===== config.mk =====
export PLATFORM = sky130hd
export DESIGN_NAME = tap_controller
export DESIGN_NICKNAME = d
export VERILOG_FILES = /design/src/rtl/tap_pkg.sv /design/src/rtl/tap_fsm.sv /design/src/rtl/tap_controller.sv
export SDC_FILE = /design/constraint.sdc
export NUM_CORES = 1
export LEC_CHECK = 0
export BUFFER_PORTS_ARGS = -buffer_cell sky130_fd_sc_hd__buf_2
export CORE_UTILIZATION = 46
export CTS_BUF_LIST = sky130_fd_sc_hd__clkbuf_8
export CTS_CLUSTER_SIZE = 16
export DETAILED_ROUTE_END_ITERATION = 10
export PLACE_DENSITY = 0.73
export SETUP_SLACK_MARGIN = 0.5
export SLEW_MARGIN = 0
export SYNTH_ARGS = -nofsm -noshare
export SYNTH_HDL_FRONTEND = slang
export SYNTH_SLANG_ARGS = --single-unit

===== constraint.sdc =====
create_clock -name TCK -period 1 [get_ports TCK]
set_input_delay 0.1 -clock TCK [delete_from_list [all_inputs] [get_ports TCK]]
set_output_delay 0.1 -clock TCK [all_outputs]
set_load 0.01 [all_outputs]

===== src/rtl/tap_pkg.sv =====
// Shared TAP definitions: state encoding, instruction opcodes and the strobe bundle.
package tap_pkg;

   localparam int unsigned IR_WIDTH_DEF = 4;
   localparam int unsigned STATE_W      = 4;

   typedef enum logic [STATE_W-1:0] {
      ST_EX2_DR = 4'h0,
      ST_EX1_DR = 4'h1,
      ST_SH_DR  = 4'h2,
      ST_PA_DR  = 4'h3,
      ST_SEL_IR = 4'h4,
      ST_UPD_DR = 4'h5,
      ST_CAP_DR = 4'h6,
      ST_SEL_DR = 4'h7,
      ST_EX2_IR = 4'h8,
      ST_EX1_IR = 4'h9,
      ST_SH_IR  = 4'hA,
      ST_PA_IR  = 4'hB,
      ST_RTI    = 4'hC,
      ST_UPD_IR = 4'hD,
      ST_CAP_IR = 4'hE,
      ST_TLR    = 4'hF
   } tap_state_e;

   localparam logic [IR_WIDTH_DEF-1:0] OP_SAMPLE   = 4'h1;
   localparam logic [IR_WIDTH_DEF-1:0] OP_EXTEST   = 4'h2;
   localparam logic [IR_WIDTH_DEF-1:0] OP_INTEST   = 4'h3;
   localparam logic [IR_WIDTH_DEF-1:0] OP_RUNBIST  = 4'h4;
   localparam logic [IR_WIDTH_DEF-1:0] OP_IDCODE   = 4'h7;
   localparam logic [IR_WIDTH_DEF-1:0] OP_USERCODE = 4'h8;
   localparam logic [IR_WIDTH_DEF-1:0] OP_BYPASS   = 4'hF;

   typedef struct packed {
      logic tlr;
      logic cap_dr;
      logic sh_dr;
      logic upd_dr;
      logic cap_ir;
      logic sh_ir;
      logic upd_ir;
   } tap_strobe_t;

endpackage


===== src/rtl/tap_fsm.sv =====
// 16-state TAP state machine driven by TMS, plus combinational per-state strobes.
module tap_fsm
   import tap_pkg::*;
(
   input  logic        TCK,
   input  logic        TRST,
   input  logic        TMS,
   output tap_state_e  state_q,
   output tap_strobe_t strobe_c
);

   tap_state_e state_d;

   always_ff @(posedge TCK or posedge TRST) begin
      if (TRST) state_q <= ST_TLR;
      else      state_q <= state_d;
   end

   always_comb begin
      state_d = state_q;
      unique case (state_q)
         ST_TLR:    state_d = TMS ? ST_TLR    : ST_RTI;
         ST_RTI:    state_d = TMS ? ST_SEL_DR : ST_RTI;
         ST_SEL_DR: state_d = TMS ? ST_SEL_IR : ST_CAP_DR;
         ST_CAP_DR: state_d = TMS ? ST_EX1_DR : ST_SH_DR;
         ST_SH_DR:  state_d = TMS ? ST_EX1_DR : ST_SH_DR;
         ST_EX1_DR: state_d = TMS ? ST_UPD_DR : ST_PA_DR;
         ST_PA_DR:  state_d = TMS ? ST_EX2_DR : ST_PA_DR;
         ST_EX2_DR: state_d = TMS ? ST_UPD_DR : ST_SH_DR;
         ST_UPD_DR: state_d = TMS ? ST_SEL_DR : ST_RTI;
         ST_SEL_IR: state_d = TMS ? ST_TLR    : ST_CAP_IR;
         ST_CAP_IR: state_d = TMS ? ST_EX1_IR : ST_SH_IR;
         ST_SH_IR:  state_d = TMS ? ST_EX1_IR : ST_SH_IR;
         ST_EX1_IR: state_d = TMS ? ST_UPD_IR : ST_PA_IR;
         ST_PA_IR:  state_d = TMS ? ST_EX2_IR : ST_PA_IR;
         ST_EX2_IR: state_d = TMS ? ST_UPD_IR : ST_SH_IR;
         ST_UPD_IR: state_d = TMS ? ST_SEL_DR : ST_RTI;
      endcase
   end

   always_comb begin
      strobe_c        = '0;
      strobe_c.tlr    = (state_q == ST_TLR);
      strobe_c.cap_dr = (state_q == ST_CAP_DR);
      strobe_c.sh_dr  = (state_q == ST_SH_DR);
      strobe_c.upd_dr = (state_q == ST_UPD_DR);
      strobe_c.cap_ir = (state_q == ST_CAP_IR);
      strobe_c.sh_ir  = (state_q == ST_SH_IR);
      strobe_c.upd_ir = (state_q == ST_UPD_IR);
   end

endmodule


===== src/rtl/tap_controller.sv =====
// TAP controller top: instruction register, TDO mux and state strobes.
// Define TAP_BYPASS_REG_EN to build the internal 1-bit bypass register.
module tap_controller
   import tap_pkg::*;
#(
   parameter int unsigned           IR_WIDTH   = IR_WIDTH_DEF,
   parameter logic [IR_WIDTH-1:0]   IR_RESET   = IR_WIDTH'(OP_IDCODE),
   parameter logic [IR_WIDTH-1:0]   IR_CAPTURE = IR_WIDTH'(OP_SAMPLE)
) (
   input  logic                TCK,
   input  logic                TRST,
   input  logic                TMS,
   input  logic                TDI,
   input  logic                DR_TDO,
   output logic                TDO,
   output logic                TDO_EN,
   output logic [IR_WIDTH-1:0] LATCH_JTAG_IR,
   output logic [3:0]          TAP_STATE,
   output logic                TEST_LOGIC_RESET,
   output logic                CAPTURE_DR,
   output logic                SHIFT_DR,
   output logic                UPDATE_DR,
   output logic                CAPTURE_IR,
   output logic                SHIFT_IR,
   output logic                UPDATE_IR
);

   tap_state_e          state_q;
   tap_strobe_t         strobe_c;
   logic [IR_WIDTH-1:0] ir_sh_q, ir_sh_d;
   logic [IR_WIDTH-1:0] ir_q, ir_d;
   logic                dr_tdo_c;

   tap_fsm u_fsm (
      .TCK      (TCK),
      .TRST     (TRST),
      .TMS      (TMS),
      .state_q  (state_q),
      .strobe_c (strobe_c)
   );

   // Shift stage moves only in Capture/Shift-IR; the active IR only in Update-IR or TLR.
   always_comb begin
      ir_sh_d = ir_sh_q;
      ir_d    = ir_q;
      case (state_q)
         ST_CAP_IR: ir_sh_d = IR_CAPTURE;
         ST_SH_IR:  ir_sh_d = {TDI, ir_sh_q[IR_WIDTH-1:1]};
         ST_UPD_IR: ir_d    = ir_sh_q;
         ST_TLR:    ir_d    = IR_RESET;
         default:   ;
      endcase
   end

   always_ff @(posedge TCK or posedge TRST) begin
      if (TRST) begin
         ir_sh_q <= IR_CAPTURE;
         ir_q    <= IR_RESET;
      end else begin
         ir_sh_q <= ir_sh_d;
         ir_q    <= ir_d;
      end
   end

`ifdef TAP_BYPASS_REG_EN
   logic byp_q, byp_d;

   always_comb begin
      byp_d = byp_q;
      if (strobe_c.cap_dr)     byp_d = 1'b0;
      else if (strobe_c.sh_dr) byp_d = TDI;
   end

   always_ff @(posedge TCK or posedge TRST) begin
      if (TRST) byp_q <= 1'b0;
      else      byp_q <= byp_d;
   end

   assign dr_tdo_c = (ir_q == {IR_WIDTH{1'b1}}) ? byp_q : DR_TDO;
`else
   assign dr_tdo_c = DR_TDO;
`endif

   always_comb begin
      TDO    = 1'b0;
      TDO_EN = 1'b0;
      if (strobe_c.sh_ir) begin
         TDO    = ir_sh_q[0];
         TDO_EN = 1'b1;
      end else if (strobe_c.sh_dr) begin
         TDO    = dr_tdo_c;
         TDO_EN = 1'b1;
      end
   end

   assign LATCH_JTAG_IR    = ir_q;
   assign TAP_STATE        = 4'(state_q);
   assign TEST_LOGIC_RESET = strobe_c.tlr;
   assign CAPTURE_DR       = strobe_c.cap_dr;
   assign SHIFT_DR         = strobe_c.sh_dr;
   assign UPDATE_DR        = strobe_c.upd_dr;
   assign CAPTURE_IR       = strobe_c.cap_ir;
   assign SHIFT_IR         = strobe_c.sh_ir;
   assign UPDATE_IR        = strobe_c.upd_ir;

endmodule


==> results of run 1 <==
-- flip-flops by register name (all words and copies together) (netlist names) --
| name | count |
|---|---|
| LATCH_JTAG_IR | 4 |
| ir_sh_q | 4 |
| u_fsm.state_q | 4 |
-- layer usage --
metal	part of all wire	up-vias	wire length [µm]	track usage
li1	-	332	-	-
met1	0.36	379	931	0.283
met2	0.55	40	1450	0.552
met3	0.055	10	143	0.0333
met4	0.032	0	84	0.0776
met5	0	-	0	0
-- stage by stage --
stage | power (W) | area (µm²) | instances
CTS | 0.00385 | 1080 | 127
detailed placement | 0.00270 | 860 | 113
finish | 0.00471 | 1240 | 134
global placement | 0.00267 | 860 | 113
floorplan | 0.00217 | 698 | 70
global route | 0.00489 | 1240 | 134
-- logic make-up after synthesis --
| family | Yosys count | share of synthesized area |
|---|---|---|
| multiplexers | 1 | 0.0150 |
| buffers and inverters | 6 | 0.0729 |
| AND/OR/NAND/NOR | 37 | 0.327 |
| flip-flops | 12 | 0.464 |
| AO/OA/AOI/OAI | 14 | 0.122 |
-- critical path: cells and delay by family, from the launching register on --
kind / cells / cell delay, ns
flops: 1 / 0.58
buf+inv: 1 / 0.19
simple gates: 2 / 0.34
-- power by group through the flow --
stage | logic (W) | registers, W | clock network [W]
after floorplan | 0.00110 | 0.00108 | 0
after global placement | 0.00158 | 0.00109 | 0
after detailed placement | 0.00161 | 0.00109 | 0
after CTS | 0.00236 | 0.00103 | 0.000462
after global routing | 0.00330 | 0.00110 | 0.000487
final | 0.00316 | 0.00108 | 0.000471
-- how the worst min path moves through the flow --
| stage | from | end | slack [ns] | cells past startpoint |
|---|---|---|---|---|
| floorplan | TRST | LATCH_JTAG_IR[3] | -0.04 | 1 |
| global placement | TRST | ir_sh_q[1] | 0.12 | 2 |
| detailed placement | TRST | LATCH_JTAG_IR[3] | 0.13 | 2 |
| CTS | TRST | ir_sh_q[2] | -0.13 | 2 |
| global route | TRST | LATCH_JTAG_IR[3] | -0.08 | 2 |
| finish | TRST | LATCH_JTAG_IR[3] | -0.14 | 2 |
-- cell type report --
class	instances	area, µm²
Clock buffer	3	41.3
Clock inverter	1	3.75
Fill cell	40	92.6
Inverter	2	7.51
Multi-Input combinational cell	52	408
Sequential cell	12	310
Tap cell	15	18.8
Timing Repair Buffer	49	452
-- repair_timing --
action,in CTS,in global routing
gates resized for setup,22,28
hold endpoints to repair,4,4
endpoints found under the setup margin,29,29
pin swaps,4,8
buffers inserted,10,7
-- layout by cell type, fill, tap and decap left out, drive strengths merged --
| cell | count |
|---|---|
| nor2 | 10 |
| a22o | 1 |
| mux2i | 1 |
| nor3 | 3 |
| inv | 3 |
| buf | 49 |
| clkbuf | 3 |
| nand4 | 1 |
| nand2 | 12 |
| nand3b | 2 |
| dfrtp | 4 |
| o211ai | 1 |
| nand3 | 2 |
| o21a | 1 |
| dfstp | 8 |
| nand2b | 4 |
| and2 | 1 |
| nor3b | 1 |
| and2b | 1 |
| a21boi | 1 |
| o21ai | 10 |
==> metrics, run 1 <==
layout cells sized above 1 0.756; syn_area_per_cell approximately 9.6 µm²; Slew @ Worst Pin approximately 0.46 ns; Layout Utilization 0.931; All-Layer GR Usage 0.273; CTS tree done; initial antenna violation count 0; maximum VDD drop about 2.5 mV; Period minus WS final around 1.5 ns; Sequential Power Share 0.229; Routed WL per cell 19.4 µm; maximum clock rate 0.683 GHz; asr flop ratio synth 1.00; Worst Setup Path Type register to primary output; register area share after synthesis 0.464; setup tns final -8.24 ns; Post-synth EDFFs 0; critical path fanouts, max 5; max_slew headroom 0.691; H-tree levels 1; Die H between 40 and 50 µm; endpoints failing hold 4; setup violators final 26; number of port buffers 21; Power Density about 3800 nW/µm²; Hold WC Path Type input port to asynchronous set/reset pin; Worst-Skew Late Latency about 0.25 ns; dpl hpwl between 1 and 1.5 mm; CTS Sinks 12; Rows 13; post-synthesis cell area approximately 670 µm²; Num CTS Buffers 3; Critical Path End TDO; DRC 0; #FFs+latches synth 12; Leak 0.595 nW; Internal Power roughly 0.0028 W; top-count cell post-synth nand2_1; Synth area leader dfstp_2; Area contributors post-synth dfstp_2 (31%), dfrtp_1 (15%), nand2_1 (6.7%); worst r2r dst ir_sh_q[3]; Switch Pwr between 0.0015 and 0.002 W; vias in the first global route 616; Starting Density 0.502; startpoint class of the critical path register; Comb pwr share 0.671; Mapped Nets 75; FF-to-FF path depth 6; area delta synth->final 85.4%; pre-CTS WS -0.150 ns; clock skew ~0.0023 ns; Min Hold Slack -0.139 ns; Yosys Warn Count 0; Post-Synthesis Cells 70; violation count after the first detailed-route iteration 10; Die Area between 1500 and 2000 µm²; Critical R2R Launch u_fsm.state_q[3]; failing checks hold timing, setup timing; clock slew at reported path FFs roughly 0.06 ns; final setup margin -0.464 ns; CP startpoint u_fsm.state_q[1]; reg2reg setup slack -0.36 ns; sw frac 0.404; number of iterations in the first detailed-routing pass 4; Max Transition Viols Final 0; required time of the critical path 0.90 ns; area fraction of the dominant cell type after synthesis 0.314; Final GP Congestion ~0.73; first-pass GRT wire length 2.77 mm; Clock Power Share 0.100; number of max-cap violations 0; synth unique cells 27; pin count of the biggest net entering global routing 13; Clock Path Buffers 2; period utilization 1.46; most common library cells after synthesis nand2_1 (12), dfstp_2 (8), nor2_1 (8), o21ai_1 (8), dfrtp_1 (4); Root Driver clkbuf_8; status complete, but fails checks; Cell Chain, Critical Path nand2b_4, nor3_2, buf_2; IO Count 22; vias per cell ~5.7; setup repair after global routing missed its margin true; Slowest cell on crit path dfstp_2; Ant. Diodes 0; Core Area 1330 µm²; grt ovf 0; CP endpoint kind primary output; ys flop type dfstp_2; post-detailed-route count of antenna-violating nets 0; Die X ~40 µm; CP max stage delay just under 0.6 ns; Arrival @ worst endpoint between 1 and 1.5 ns; final WL roughly 2.6 mm; via count between 700 and 800; Nets 125
No activity file was read; power rests on OpenSTA's default activity.
==> run 2: changes to the inputs <==
Settings changed: CORE_UTILIZATION 46 to 51, PLACE_DENSITY 0.73 to 0.76, TNS_END_PERCENT set to 1.
Clock period 1 ns to 1.65 ns, I/O delays scaled along.
==> metrics, run 2 (synthesis gave the netlist of run 1 again) <==
Period minus WS final 1.50 ns; maximum clock rate between 0.6 and 0.7 GHz; hold path cells 3; area delta synth->final 41.1%; via count 649; required time of the critical path about 1.5 ns; Routed WL per cell about 14 µm; IO Count 22; dpl hpwl about 810 µm; min-delay src TDI; max_slew headroom 0.689; Die H 38.2 µm; reg2reg setup slack approximately 0.30 ns; startpoint class of the critical path register; # placed instances 101; number of iterations in the first detailed-routing pass 5; Die Area 1460 µm²; final WL 1.67 mm; Worst-Skew Late Latency about 0.24 ns; Clock Power Share 0.158; sw frac 0.392; vias per cell 5.32; violation count after the first detailed-route iteration 21; Critical R2R Launch u_fsm.state_q[1]; Final GP Congestion roughly 0.72; post-detailed-route count of antenna-violating nets 0; grt ovf 0; CTS Sinks 12; Starting Density 0.579; Sequential Power Share 0.315; Hold Crit Endpoint ir_sh_q[3]; Arrival @ worst endpoint 1.34 ns; Power Density 2180 nW/µm²; maximum VDD drop approximately 1.2 mV; status finished clean; Hold WC Path Type input port to register; Switch Pwr roughly 0.0008 W; Slew @ Worst Pin ~0.47 ns; worst r2r dst u_fsm.state_q[1]; endpoints failing hold 0; clock skew between 0.0007 and 0.0008 ns; CTS tree done; Non-Filler Instances ~120; number of port buffers 21; Nets about 110; Worst Setup Path Type register to primary output; H-tree levels 1; Clock Path Buffers 2; clock slew at reported path FFs ~0.06 ns; first-pass GRT wire length 2.35 mm; Min Hold Slack around 0.16 ns; All-Layer GR Usage 0.240; most frequent cells in the layout buf_2 (21), buf_4 (15), nand2_1 (12); critical path fanouts, max 5; layout cells sized above 1 0.537; FF-to-FF path depth 5; vias in the first global route ~510; CP endpoint kind primary output; initial antenna violation count 0; setup repair after global routing missed its margin true; commonest non-fill, non-tap cell in the layout buf_2; Leak 0.475 nW; Rows 12; Core Area between 1000 and 1500 µm²; period utilization 0.911; Comb pwr share 0.527; Num CTS Buffers 3; Root Driver clkbuf_8; Die X between 30 and 40 µm; Max Transition Viols Final 0; pin count of the biggest net entering global routing 13; Internal Power ~0.0013 W; setup violators final 0; number of max-cap violations 0; setup tns final 0 ns; DRC 0; Ant. Diodes 0
[run 2: cell count changes in the layout (fill, tap and decap cells not counted), sizes merged]
cell	before	now
inv	3	2
clkbuf	3	5
dlygate4sd3	0	1
buf	49	36
[run 2: area by class of cell]
| type | instances | area [µm²] |
|---|---|---|
| Inverter | 2 | 7.51 |
| Sequential cell | 12 | 314 |
| Tap cell | 14 | 17.5 |
| Fill cell | 69 | 211 |
| Timing Repair Buffer | 38 | 233 |
| Multi-Input combinational cell | 52 | 318 |
| Clock buffer | 4 | 55.1 |
[run 2: through the flow]
stage / instance area, µm² / utilization / total power [W] / setup slack, ns
final: 945 / 0.817 / 0.00206 / 0.146
after global routing: 945 / 0.817 / 0.00219 / 0.136
after CTS: 915 / 0.791 / 0.00193 / 0.185
after detailed placement: 756 / 0.654 / 0.00140 / 0.325
after global placement: 756 / 0.654 / 0.00139 / 0.335
after floorplan: 674 / - / 0.00126 / 0.408
[run 2: worst max-delay path by stage]
| stage | start | slack, ns | depth (start not counted) | endpoint |
|---|---|---|---|---|
| 3_5_place_dp | u_fsm.state_q[3] | 0.33 | 3 | TDO |
| 6_report | u_fsm.state_q[1] | 0.15 | 3 | SHIFT_DR |
| 5_1_grt | u_fsm.state_q[1] | 0.14 | 3 | SHIFT_DR |
| 3_3_place_gp | u_fsm.state_q[0] | 0.34 | 4 | SHIFT_IR |
| 2_1_floorplan | u_fsm.state_q[2] | 0.41 | 3 | UPDATE_DR |
| 4_1_cts | u_fsm.state_q[3] | 0.18 | 3 | TDO |
[run 2: power groups by stage]
stage | clock network [W] | logic (W) | registers (W)
final | 0.000325 | 0.00108 | 0.000648
after global routing | 0.000335 | 0.00119 | 0.000664
after CTS | 0.000325 | 0.000957 | 0.000651
after detailed placement | 0 | 0.000655 | 0.000748
after global placement | 0 | 0.000650 | 0.000744
after floorplan | 0 | 0.000610 | 0.000649
[run 2: worst max-delay path, stage by stage (launching register included)]
cell and delay [ns]:
dfstp_2 0.60, nand2b_4 0.09, nor3_1 0.22, buf_2 0.19
[run 2: per-layer routing]
layer,track usage,wire length [µm],vias up
met5,0,0,-
met4,0.107,6,0
met3,0.0523,103,2
met2,0.390,859,35
met1,0.303,696,300
li1,-,-,312
[run 2: what timing repair did]
item / CTS / global route
endpoints found under the setup margin: 18 / 21
buffers inserted: 12 / 4
hold endpoints to repair: 4 / 0
hold buffers: 1 / 0
resized for setup: 1 / 1
gates cloned: 0 / 0
